## config.mk

```make
export PLATFORM = sky130hd
export DESIGN_NAME = elev_ctrl_n_flat
export DESIGN_NICKNAME = d
export VERILOG_FILES = /design/src/rtl/elev_ctrl_n_pkg.sv /design/src/rtl/elev_ctrl_n_if.sv /design/src/rtl/elev_ctrl_n_tick_timer.sv /design/src/rtl/elev_ctrl_n.sv /design/src/flat_wrapper.sv
export SDC_FILE = /design/constraint.sdc
export NUM_CORES = 1
export LEC_CHECK = 0
export ABC_CLOCK_PERIOD_IN_PS = 2120
export CORE_ASPECT_RATIO = 0.7
export CORE_MARGIN = 3
export CORE_UTILIZATION = 50
export CTS_CLUSTER_DIAMETER = 40
export CTS_CLUSTER_SIZE = 8
export DETAILED_ROUTE_END_ITERATION = 6
export PLACE_DENSITY = 0.77
export SLEW_MARGIN = 20
export SYNTH_ARGS = -nofsm -noshare
export SYNTH_HDL_FRONTEND = slang
export SYNTH_SLANG_ARGS = --single-unit
```

## constraint.sdc

```tcl
create_clock -name clk -period 2.12 [get_ports clk]
set_clock_uncertainty 0.05 [all_clocks]
set_input_delay 0.424 -clock clk [delete_from_list [all_inputs] [get_ports clk]]
set_output_delay 0.424 -clock clk [all_outputs]
set_load 0.01 [all_outputs]
```

## src/rtl/elev_ctrl_n_pkg.sv

```systemverilog
// Shared types and helpers for the elevator car controller.
// Position-relative request masks are computed at a fixed maximum width.
package elev_pkg;

    localparam int unsigned MAX_FLOORS = 32;

    typedef enum logic [1:0] {
        ST_OFF  = 2'b00,
        ST_IDLE = 2'b01,
        ST_MOVE = 2'b10,
        ST_DOOR = 2'b11
    } state_e;

    typedef enum logic [1:0] {
        DIR_NONE = 2'b00,
        DIR_UP   = 2'b01,
        DIR_DOWN = 2'b10
    } dir_e;

    typedef struct packed {
        logic [MAX_FLOORS-1:0] above;
        logic [MAX_FLOORS-1:0] below;
    } floor_masks_t;

    // Floors strictly above / strictly below a one-hot car position.
    function automatic floor_masks_t floor_masks(input logic [MAX_FLOORS-1:0] pos);
        floor_masks_t m;
        m.below = pos - MAX_FLOORS'(1);
        m.above = ~(pos | m.below);
        return m;
    endfunction

endpackage

```

## src/rtl/elev_ctrl_n_if.sv

```systemverilog
// Request/command bundle between the request register, drivers and the car controller.
interface elev_ctrl_n_if #(
    parameter int unsigned FLOORS = 4
);
    logic              switch;
    logic [FLOORS-1:0] eff_req;
    logic              door_hold;
    logic [1:0]        state;
    logic [FLOORS-1:0] position;
    logic [1:0]        dir;
    logic              opendoor;
    logic              mv2nxt;
    logic [FLOORS-1:0] serviced;
    logic              arrive;

    modport master (
        output switch, eff_req, door_hold,
        input  state, position, dir, opendoor, mv2nxt, serviced, arrive
    );

    modport slave (
        input  switch, eff_req, door_hold,
        output state, position, dir, opendoor, mv2nxt, serviced, arrive
    );
endinterface

```

## src/rtl/elev_ctrl_n_tick_timer.sv

```systemverilog
// Loadable down-counter shared by travel and door timing; done while value is 1.
module elev_tick_timer #(
    parameter int unsigned W = 7
) (
    input  logic         clk,
    input  logic         rst,
    input  logic         i_load,
    input  logic         i_en,
    input  logic [W-1:0] i_val,
    output logic         o_done_c
);
    logic [W-1:0] r_count;

    always_ff @(posedge clk) begin
        if (rst) begin
            r_count <= '0;
        end else if (i_load) begin
            r_count <= i_val;
        end else if (i_en && (r_count != '0)) begin
            r_count <= r_count - W'(1);
        end
    end

    assign o_done_c = (r_count == W'(1));
endmodule

```

## src/rtl/elev_ctrl_n.sv

```systemverilog
// SCAN elevator car controller: door, motion, position and direction for an N-floor shaft.
// Door and travel durations come from one shared internal tick timer.
module elev_ctrl_n
    import elev_pkg::*;
#(
    parameter int unsigned FLOORS     = 4,
    parameter int unsigned MOVE_TICKS = 64,
    parameter int unsigned DOOR_TICKS = 96,
    parameter int unsigned HOME       = 0
) (
    input logic         clk,
    input logic         rst,
    elev_ctrl_n_if.slave bus
);
    localparam int unsigned TICK_MAX = (MOVE_TICKS > DOOR_TICKS) ? MOVE_TICKS : DOOR_TICKS;
    localparam int unsigned TW       = $clog2(TICK_MAX + 1);
    localparam logic [FLOORS-1:0] HOME_POS = FLOORS'(1) << HOME;

    state_e            r_state, w_state_nxt;
    dir_e              r_dir, w_dir_nxt, w_want_dir;
    logic [FLOORS-1:0] r_position, w_position_nxt;
    logic [FLOORS-1:0] r_serviced, w_serviced_nxt;
    logic              r_opendoor, w_opendoor_nxt;
    logic              r_mv2nxt, w_mv2nxt_nxt;
    logic              r_arrive, w_arrive_nxt;

    floor_masks_t      w_masks;
    logic              w_here, w_any_above, w_any_below, w_door_reload;
    logic              w_tmr_load, w_tmr_en, w_tmr_done_c;
    logic [TW-1:0]     w_tmr_val;

    assign w_masks     = floor_masks(MAX_FLOORS'(r_position));
    assign w_here      = |(bus.eff_req & r_position);
    assign w_any_above = |(MAX_FLOORS'(bus.eff_req) & w_masks.above);
    assign w_any_below = |(MAX_FLOORS'(bus.eff_req) & w_masks.below);
    // While our own clear strobe is in flight the car-floor bit is stale, not new.
    assign w_door_reload = w_here && (r_serviced == '0);

    // SCAN choice: keep heading while work remains that way, else turn, else prefer up.
    always_comb begin
        w_want_dir = DIR_NONE;
        case (r_dir)
            DIR_UP: begin
                if (w_any_above)      w_want_dir = DIR_UP;
                else if (w_any_below) w_want_dir = DIR_DOWN;
            end
            DIR_DOWN: begin
                if (w_any_below)      w_want_dir = DIR_DOWN;
                else if (w_any_above) w_want_dir = DIR_UP;
            end
            default: begin
                if (w_any_above)      w_want_dir = DIR_UP;
                else if (w_any_below) w_want_dir = DIR_DOWN;
            end
        endcase
    end

    elev_tick_timer #(.W(TW)) u_timer (
        .clk      (clk),
        .rst      (rst),
        .i_load   (w_tmr_load),
        .i_en     (w_tmr_en),
        .i_val    (w_tmr_val),
        .o_done_c (w_tmr_done_c)
    );

    always_ff @(posedge clk) begin
        if (rst) begin
            r_state    <= ST_OFF;
            r_position <= HOME_POS;
            r_dir      <= DIR_NONE;
            r_opendoor <= 1'b0;
            r_mv2nxt   <= 1'b0;
            r_serviced <= '0;
            r_arrive   <= 1'b0;
        end else begin
            r_state    <= w_state_nxt;
            r_position <= w_position_nxt;
            r_dir      <= w_dir_nxt;
            r_opendoor <= w_opendoor_nxt;
            r_mv2nxt   <= w_mv2nxt_nxt;
            r_serviced <= w_serviced_nxt;
            r_arrive   <= w_arrive_nxt;
        end
    end

    always_comb begin
        w_state_nxt = r_state;
        if (!bus.switch) begin
            w_state_nxt = ST_OFF;
        end else begin
            case (r_state)
                ST_OFF:  w_state_nxt = ST_IDLE;
                ST_IDLE: begin
                    if (w_here)                       w_state_nxt = ST_DOOR;
                    else if (w_want_dir != DIR_NONE)  w_state_nxt = ST_MOVE;
                end
                ST_MOVE: if (w_tmr_done_c) w_state_nxt = ST_IDLE;
                ST_DOOR: begin
                    if (!w_door_reload && !bus.door_hold && w_tmr_done_c) w_state_nxt = ST_IDLE;
                end
                default: w_state_nxt = ST_OFF;
            endcase
        end
    end

    always_comb begin
        w_position_nxt = r_position;
        w_dir_nxt      = r_dir;
        w_opendoor_nxt = r_opendoor;
        w_mv2nxt_nxt   = r_mv2nxt;
        w_serviced_nxt = '0;
        w_arrive_nxt   = 1'b0;
        w_tmr_load     = 1'b0;
        w_tmr_en       = 1'b0;
        w_tmr_val      = '0;
        if (!bus.switch) begin
            // Disabling parks the car at home at once, even mid-travel.
            w_position_nxt = HOME_POS;
            w_dir_nxt      = DIR_NONE;
            w_opendoor_nxt = 1'b0;
            w_mv2nxt_nxt   = 1'b0;
            w_tmr_load     = 1'b1;
        end else begin
            case (r_state)
                ST_IDLE: begin
                    if (w_here) begin
                        w_opendoor_nxt = 1'b1;
                        w_serviced_nxt = r_position;
                        w_tmr_load     = 1'b1;
                        w_tmr_val      = TW'(DOOR_TICKS);
                    end else begin
                        w_dir_nxt = w_want_dir;
                        if (w_want_dir != DIR_NONE) begin
                            w_mv2nxt_nxt = 1'b1;
                            w_tmr_load   = 1'b1;
                            w_tmr_val    = TW'(MOVE_TICKS);
                        end
                    end
                end
                ST_MOVE: begin
                    w_tmr_en = 1'b1;
                    if (w_tmr_done_c) begin
                        w_position_nxt = (r_dir == DIR_UP) ? (r_position << 1) : (r_position >> 1);
                        w_arrive_nxt   = 1'b1;
                        w_mv2nxt_nxt   = 1'b0;
                    end
                end
                ST_DOOR: begin
                    if (w_door_reload) begin
                        w_serviced_nxt = r_position;
                        w_tmr_load     = 1'b1;
                        w_tmr_val      = TW'(DOOR_TICKS);
                    end else if (!bus.door_hold) begin
                        w_tmr_en = 1'b1;
                        if (w_tmr_done_c) w_opendoor_nxt = 1'b0;
                    end
                end
                default: ;
            endcase
        end
    end

    assign bus.state    = r_state;
    assign bus.position = r_position;
    assign bus.dir      = r_dir;
    assign bus.opendoor = r_opendoor;
    assign bus.mv2nxt   = r_mv2nxt;
    assign bus.serviced = r_serviced;
    assign bus.arrive   = r_arrive;

    a_onehot: assert property (@(posedge clk) disable iff (rst) $onehot(r_position));
    a_excl:   assert property (@(posedge clk) disable iff (rst) !(r_opendoor && r_mv2nxt));
    a_bounds: assert property (@(posedge clk) disable iff (rst)
        (r_state == ST_MOVE && w_tmr_done_c) |->
        ((r_dir == DIR_UP && !r_position[FLOORS-1]) || (r_dir == DIR_DOWN && !r_position[0])));
endmodule

```

## src/flat_wrapper.sv

```systemverilog
// flat-port wrapper written by rule: the top's interface ports become plain ports
module elev_ctrl_n_flat import elev_pkg::*;
#(
    parameter int unsigned FLOORS     = 4,
    parameter int unsigned MOVE_TICKS = 64,
    parameter int unsigned DOOR_TICKS = 96,
    parameter int unsigned HOME       = 0
)
  (clk, rst, bus_switch, bus_eff_req, bus_door_hold, bus_state, bus_position, bus_dir, bus_opendoor, bus_mv2nxt, bus_serviced, bus_arrive);
  elev_ctrl_n_if #(.FLOORS(FLOORS)) bus_i ();
  input logic clk;
  input logic rst;
  input wire logic [$bits(bus_i.switch)-1:0] bus_switch;
  input wire logic [$bits(bus_i.eff_req)-1:0] bus_eff_req;
  input wire logic [$bits(bus_i.door_hold)-1:0] bus_door_hold;
  output wire logic [$bits(bus_i.state)-1:0] bus_state;
  output wire logic [$bits(bus_i.position)-1:0] bus_position;
  output wire logic [$bits(bus_i.dir)-1:0] bus_dir;
  output wire logic [$bits(bus_i.opendoor)-1:0] bus_opendoor;
  output wire logic [$bits(bus_i.mv2nxt)-1:0] bus_mv2nxt;
  output wire logic [$bits(bus_i.serviced)-1:0] bus_serviced;
  output wire logic [$bits(bus_i.arrive)-1:0] bus_arrive;
  assign bus_i.switch = bus_switch;
  assign bus_i.eff_req = bus_eff_req;
  assign bus_i.door_hold = bus_door_hold;
  assign bus_state = bus_i.state;
  assign bus_position = bus_i.position;
  assign bus_dir = bus_i.dir;
  assign bus_opendoor = bus_i.opendoor;
  assign bus_mv2nxt = bus_i.mv2nxt;
  assign bus_serviced = bus_i.serviced;
  assign bus_arrive = bus_i.arrive;
  elev_ctrl_n #(.FLOORS(FLOORS), .MOVE_TICKS(MOVE_TICKS), .DOOR_TICKS(DOOR_TICKS), .HOME(HOME)) u_core (.clk(clk), .rst(rst), .bus(bus_i));
endmodule
```

==> results.yml <==
outcome:
  status: "complete, no violations"
logic_synthesis:
  netlist_top_cells_count: "sky130_fd_sc_hd__dfxtp_1 (22), sky130_fd_sc_hd__nor2_1 (13), sky130_fd_sc_hd__inv_1 (11), sky130_fd_sc_hd__a21oi_1 (10), sky130_fd_sc_hd__nand2_1 (9)"
  synth-edff-count: 0
  ys.flop_type: "sky130_fd_sc_hd__dfxtp_1"
  main_combinational_cell_family_by_area_after_synthesis: "simple AND/OR/NAND/NOR gates"
  synth_adder_area_share: 0.06243
  proportion_of_synthesized_area_in_mux_cells: 0.009365
  synthCells: 141
  synth_async_sr_flop_share: 0
  net_count_synth: 155
  yosysWarnings: 0
  synth_simple_gate_area_frac: 0.2862
  synthesized_area_per_cell_sq_um: 8.528
  synth.lib_cells_used.distinct: 42
  synth-compound-area-share: 0.2154
  post_synth_xor_area_fraction: 0.007284
  synth.top_cell.area_share: 0.3663
  yosysSeqAreaShare: 0.3663
  yosysTopAreaCell: "sky130_fd_sc_hd__dfxtp_1"
  yosys.cell_count.top_type: "sky130_fd_sc_hd__dfxtp_1"
  yosys_register_bits: 22
  synth_top_cells_by_area: "sky130_fd_sc_hd__dfxtp_1 (37%), sky130_fd_sc_hd__ha_1 (6.2%), sky130_fd_sc_hd__a21oi_1 (4.2%), sky130_fd_sc_hd__nor2_1 (4.1%), sky130_fd_sc_hd__a22oi_4 (3.5%)"
  syn_area_sq_um: 1202
route:
  wire_per_inst_um: 15.82
  route.final.wire_length_mm: 3.418
  initialDrtViolationCount: 85
  vias_per_cell: 5.722
  vias: 1236
  drc: 0
  detail_route.first_pass.iterations: 5
  final_antenna_net_count: 0
critical_path:
  cp-endpoint: "u_core.u_timer.r_count[5]"
  crit_path_max_incr_delay_ns: 0.35
  depth_of_the_worst_register_to_register_path: 10
  cpMaxStageDelayCell: "sky130_fd_sc_hd__dfxtp_2"
  crit_path_max_fanout: 7
  worst_path_most_repeated_cell: "sky130_fd_sc_hd__ha_1"
  critPathCaptureType: "flop"
  cp.required_ns: 2.26
  worstSetupPathType: "flop to flop"
  timing.rr.start: "u_core.bus.position[0]"
  setup.worst_path.start: "u_core.bus.position[0]"
  reg2reg_slack_ns: 0.08
  arrival_time_at_the_worst_endpoint_ns: 2.19
  cells_along_the_critical_path: "inv_2 > ha_1 > inv_1 > ha_1 > a222oi_1 > buf_4 > a41o_4 > nand3_1 > a21oi_2 > or3b_1"
  rr_endpoint: "u_core.u_timer.r_count[5]"
  timing.critical_path.from_type: "flop"
sta:
  finalCriticalPeriod_ns: 2.044
  timing_worst_slew_pin_value_ns: 0.5573
  setup_slack_ns: 0.07577
  final-setup-viol-count: 0
  post-route-period-util: 0.9643
  timing.max_slew.rel_slack: 0.6277
  hold_slack_ns: 0.4560
  final_slew_violations: 0
  timing.fmax_mhz: 489.2
  finalHoldViolations: 0
clocking:
  worst_skew_pair.late_latency_ns: 0.31
  clock_tree.htree_level_count: 1
  clk_transition_reported_paths_ns: 0.13
  clock_path_buffers: 2
  cts_tree: "built"
  clock_buffers_created_by_tritoncts: 3
  clock_sink_count: 22
  clock_tree.root_cell: "sky130_fd_sc_hd__clkbuf_4"
pwr:
  power_density_nw_per_um2: 511.8
  design_power_total_uw: 856.1
  seq_power_share: 0.501
  switching_power_share_of_the_total: 0.2236
  p_leak_nw: 0.6600
  combinationalPowerShare: 0.124
  p_switching_uw: 191.4
  ir_drop_mv: 0.4489
  clock_power_share: 0.375
  internal_power_uw: 664.7
floorplanning:
  die-area_sq_um: 3039
  die_height_um: 47.03
  die_width_um: 64.61
  boundaryPins: 23
  placeableCoreArea_sq_um: 2207
  floorplan.initialDensity: 0.5448
  row_count: 14
cells_and_area:
  insertedDiodeCount: 0
  sequential_cell_area_sq_um: 442.9
  fillers: 167
  count_of_non_filler_cells_in_the_finished_layout: 216
  flow.area_growth_from_synthesis_pct: 39.13
  multi_input_comb_area_sq_um: 718.2
  utilization: 0.7579
  nNetsFinal: 199
  layout-drive-gt1-share: 0.2174
global_routing:
  number_of_global_route_vias_before_repair: 1178
  grt_overflow_total: 0
  grt_pass1_wl_mm: 5.340
  antenna_violations_before_repair: 0
  grtUsageTotal: 0.2336
  largest_net_degree_at_the_start_of_global_routing: 14
placement:
  detailed_placer_s_ending_hpwl_mm: 2.643
  gpl.final_weighted_congestion: 0.8614
  number_of_port_buffers: 22
  placedCellCount: 211
  post-place-ws_ns: -0.2425
hold_path:
  timing.hold.worst.class: "flop to flop"
flow_run:
  drv.max_cap_violation_count: 0
## per-layer routing
metal / global-route usage / routed length [um]
met1: 0.2863 / 1467
met2: 0.4057 / 1671
met3: 0.07416 / 235
met4: 0.07143 / 44
met5: 0 / 0
## worst min path at each step
stage                                      endpoint  cells past startpoint                      start  slack, ns
after detailed placement        u_core.bus.opendoor                      2        u_core.bus.opendoor       0.44
after global placement    u_core.u_timer.r_count[3]                      2  u_core.u_timer.r_count[3]       0.42
after global routing         u_core.bus.serviced[0]                      2     u_core.bus.position[0]       0.46
final                        u_core.bus.serviced[1]                      2     u_core.bus.position[1]       0.46
after floorplan           u_core.u_timer.r_count[3]                      2  u_core.u_timer.r_count[3]       0.41
after CTS                 u_core.u_timer.r_count[3]                      2  u_core.u_timer.r_count[3]       0.46
## state kept, by name, indices dropped and copies added (netlist names)
register                cells
u_core.bus.arrive           1
u_core.bus.opendoor         1
u_core.bus.position         4
u_core.bus.mv2nxt           1
u_core.u_timer.r_count      7
u_core.bus.serviced         4
u_core.bus.dir              2
u_core.bus.state            2
## cells in the final DEF, fill, tap and decap left out, drive strengths merged, types with 3 or more instances in the layout
cell           count
a211oi             3
a21oi             10
a22oi              3
a31oi              3
buf               21
clkbuf             3
clkdlybuf4s50     22
dfxtp             22
ha                 6
inv               11
nand2              9
nand2b             6
nand3              7
nand3b             3
nor2              14
nor3               7
o21ai              7
or3                4
## metrics by stage
| stage | TNS, ns | instance area (sq um) |
|---|---|---|
| CTS | 0 | 1652 |
| global route | -0.02378 | 1673 |
| finish | 0 | 1673 |
| floorplan | 0 | 1202 |
| global placement | -0.9732 | 1590 |
| detailed placement | -1.783 | 1590 |
## final cells by class
| type | instances | share of cell area |
|---|---|---|
| clock buffer | 3 | 0.01346 |
| clock inverter | 1 | 0.01795 |
| inverter | 11 | 0.02468 |
| multi-input combinational | 104 | 0.4293 |
| sequential | 22 | 0.2648 |
| tap | 32 | 0.02393 |
| timing repair buffer | 43 | 0.2259 |
## timing repair
item | in CTS | in global routing
buffers inserted | 1 | 0
hold buffers | 0 | 0
pin swaps | 1 | 0
setup endpoints to repair | 8 | 7
resized for setup | 1 | 7
## power groups by stage
| stage | clock network, mW | logic, mW | registers (mW) |
|---|---|---|---|
| floorplan | 0 | 0.0521 | 0.434 |
| global placement | 0 | 0.0961 | 0.437 |
| detailed placement | 0 | 0.0998 | 0.437 |
| CTS | 0.322 | 0.103 | 0.428 |
| global route | 0.340 | 0.114 | 0.430 |
| finish | 0.321 | 0.106 | 0.429 |
## critical path: cells and delay by family, from the launching register on
family                     cells  cell delay (ns)
DFF                            1             0.35
buffers and inverters          3             0.28
and+or+nand+nor                2             0.46
adders and majority gates      2             0.34
AOI/OAI and AO/OA              3             0.44
## cell families (layout without fill, tap and decap cells)
group	after synthesis	in the layout
simple gates	62	62
compound gates	34	34
flops	22	22
buf+inv	15	58
fa+ha+maj	6	6
xor+xnor	1	1
mux	1	1
Power figures use the tool's default switching activity.
==> edit: new RTL, same flow settings <==
`FLOORS` is set to 4 in 3 places; all go to 8.
--- a/src/rtl/elev_ctrl_n_if.sv
+++ b/src/rtl/elev_ctrl_n_if.sv
@@ -1,6 +1,6 @@
 // Request/command bundle between the request register, drivers and the car controller.
 interface elev_ctrl_n_if #(
-    parameter int unsigned FLOORS = 4
+    parameter int unsigned FLOORS = 8
 );
     logic              switch;
     logic [FLOORS-1:0] eff_req;
--- a/src/rtl/elev_ctrl_n.sv
+++ b/src/rtl/elev_ctrl_n.sv
@@ -3,7 +3,7 @@
 module elev_ctrl_n
     import elev_pkg::*;
 #(
-    parameter int unsigned FLOORS     = 4,
+    parameter int unsigned FLOORS     = 8,
     parameter int unsigned MOVE_TICKS = 64,
     parameter int unsigned DOOR_TICKS = 96,
     parameter int unsigned HOME       = 0
--- a/src/flat_wrapper.sv
+++ b/src/flat_wrapper.sv
@@ -1,7 +1,7 @@
 // flat-port wrapper written by rule: the top's interface ports become plain ports
 module elev_ctrl_n_flat import elev_pkg::*;
 #(
-    parameter int unsigned FLOORS     = 4,
+    parameter int unsigned FLOORS     = 8,
     parameter int unsigned MOVE_TICKS = 64,
     parameter int unsigned DOOR_TICKS = 96,
     parameter int unsigned HOME       = 0
Interface: changed (resized bus_eff_req, bus_position and bus_serviced); port bits go from 23 to 35. No check against the original RTL was run, so the function may have changed too.
==> edit against the original RTL <==
- the flow now finishes with violations (setup timing)
- sequential share of layout area decreased by 2.4 points
- synthesized area increased by 34%
- cell count increased by 36%
- cell area increased by 52%
- worst setup slack got worse by 840 ps
- total power increased by 54%
- wire length increased by 64%
- sequential cell count increased by 8
==> edit: results (changes against the original RTL) <==
Setup path
  • Slowest cell on the critical path: dfxtp_4 (was dfxtp_2)
  • Max stage delay on crit path: 360 ps
  • RR Startpoint: u_core.bus.position[2] (was u_core.bus.position[0])
  • Worst reg2reg path endpoint: u_core.u_timer.r_count[5] (unchanged)
  • Reg2reg path depth: 11 (was 10)
  • CP max FO: 2 (was 7)
  • Reg2reg setup slack: -760 ps (was 80 ps)

GRT
  • M3 GR Usage: 7.46% (was 7.42%)
  • Largest net degree at the start of global routing: 15 (was 14)
  • Met2 usage: 45.6% (was 40.6%)
  • First-pass GRT wire length: 8150 um (was 5340 um)
  • Met1 Track Usage GR: 34.7% (was 28.6%)
  • GRT Resource Usage Total: 28.3% (was 23.4%)
  • Vias in the first global route: 1716 (was 1178)

Outcome
  • Status: finished, violations left (was finished clean)
  • Failing checks: setup timing

Pwr
  • Max IR drop VDD: 0.469 mV (was 0.449 mV)
  • Leak: 0.923 nW (was 0.660 nW)

Clock tree
  • Root Driver: clkbuf_8 (was clkbuf_4)
  • H-tree Lvls: 2 (was 1)
  • Clk pin slew, worst setup/hold paths: 70 ps (was 130 ps)
  • Clk_lat worst skew: 290 ps (was 310 ps)
  • Num CTS Buffers: 5 (was 3)

Finish
  • Nets: 280 (was 199)
  • Layout cells sized above 1: 32.9% (was 21.7%)

Placement
  • DP HPWL: 3660 um (was 2640 um)
  • Port buffer count: 34 (was 22)
  • Placed Area: 2260 sq um (was 1590 sq um)
  • Gpl congestion: 0.948 (was 0.861)
  • Pre-CTS setup slack: -697 ps (was -243 ps)

Logic synthesis
  • Top post-synthesis cells by count: 31 x nor2_1, 30 x dfxtp_1, 16 x inv_1 (was 22 x dfxtp_1, 13 x nor2_1, 11 x inv_1)
  • Seq/Total Area, Yosys: 37.2% (was 36.6%)
  • Total nets after synthesis: 209 (was 155)
  • Count of cell types in the netlist: 47 (was 42)
  • Syn avg cell area: 8.64 sq um (was 8.53 sq um)
  • Largest cells by area after synthesis: dfxtp_1 37%, ha_1 7.7%, nor2_1 7.2%, a21oi_1 4.0%, a22oi_1 3.7% (was dfxtp_1 37%, ha_1 6.2%, a21oi_1 4.2%, nor2_1 4.1%, a22oi_4 3.5%)

STA
  • PnR worst setup slack: -760 ps (was 75.8 ps)
  • Setup violators final: 12 (was 0)
  • Setup TNS: -7400 ps (was 0 ps)
  • Worst Tran Pin Value: 533 ps (was 557 ps)
  • WHS: 450 ps (was 456 ps)

Detailed routing
  • DR WL/cell: 19.1 um (was 15.8 um)
  • Vias/cell: 6.25 (was 5.72)
  • Met2 routed WL: 2620 um (was 1670 um)
  • First-pass detailed-route iteration total: 5 (unchanged)
  • Via count: 1837 (was 1236)
  • Met3 wire len: 469 um (was 235 um)
  • Met1 Wirelength: 2340 um (was 1470 um)
  • Detailed Route Iter0 Violations: 193 (was 85)

Hold path
  • Hold path startpoint: u_core.bus.mv2nxt (was u_core.bus.position[1])
  • Worst Hold End: u_core.bus.mv2nxt (was u_core.bus.serviced[1])
  • Worst Hold Depth: 2 (unchanged)
==> edit: cell types whose count changed after synthesis, moves of 4 or more <==
cell,change
a211oi_1,+5
a22oi_1,+7
dfxtp_1,+8
ha_1,+4
inv_1,+5
nand3_1,-5
nor2_1,+18
o21ai_0,-6
==> edit: cell type report <==
cell class	instances	area (sq um)
multi-input cells	134	1070
repair buffers	70	631
flip-flops and latches	30	612
fillers	138	405
clock buffers	6	82.6
inverters	17	71.3
well taps	36	45.0
clock inverters	1	30.0
==> edit: worst max-delay path: cells and delay by family (launching register included) <==
kind	cells	cell delay, ps
simple gates	5	1200
compound gates	4	960
fa+ha+maj	1	160
buf+inv	1	60
flops	1	360
==> edit: what timing repair did <==
action	CTS	global route
setup buffers	3	2
gates resized for setup	6	19
endpoints found under the setup margin	13	13
pin swaps	7	9
==> edit: worst max path at each step <==
stage	startpoint	to	slack (ps)	depth (start not counted)
global route	u_core.bus.position[1]	u_core.u_timer.r_count[5]	-890	11
floorplan	u_core.bus.position[2]	u_core.u_timer.r_count[5]	-610	11
detailed placement	u_core.bus.position[2]	u_core.u_timer.r_count[5]	-700	12
global placement	u_core.bus.position[2]	u_core.u_timer.r_count[5]	-550	11
CTS	u_core.bus.position[2]	u_core.u_timer.r_count[5]	-630	11
finish	u_core.bus.position[2]	u_core.u_timer.r_count[5]	-760	11
==> edit: where the power goes <==
group	internal, mW	total [mW]	switching [mW]	leakage, nW
sequential	0.567	0.579	0.0126	0.244
clock	0.376	0.596	0.221	0.0573
combinational	0.0684	0.141	0.0724	0.621
total	1.01	1.32	0.306	0.923
==> edit: logic make-up after synthesis <==
family,synth area share [%]
AO/OA/AOI/OAI,20.8
flip-flops,37.2
adder cells (fa/ha/maj),7.75
XOR/XNOR,2.17
buffers and inverters,5.73
AND/OR/NAND/NOR,26.4
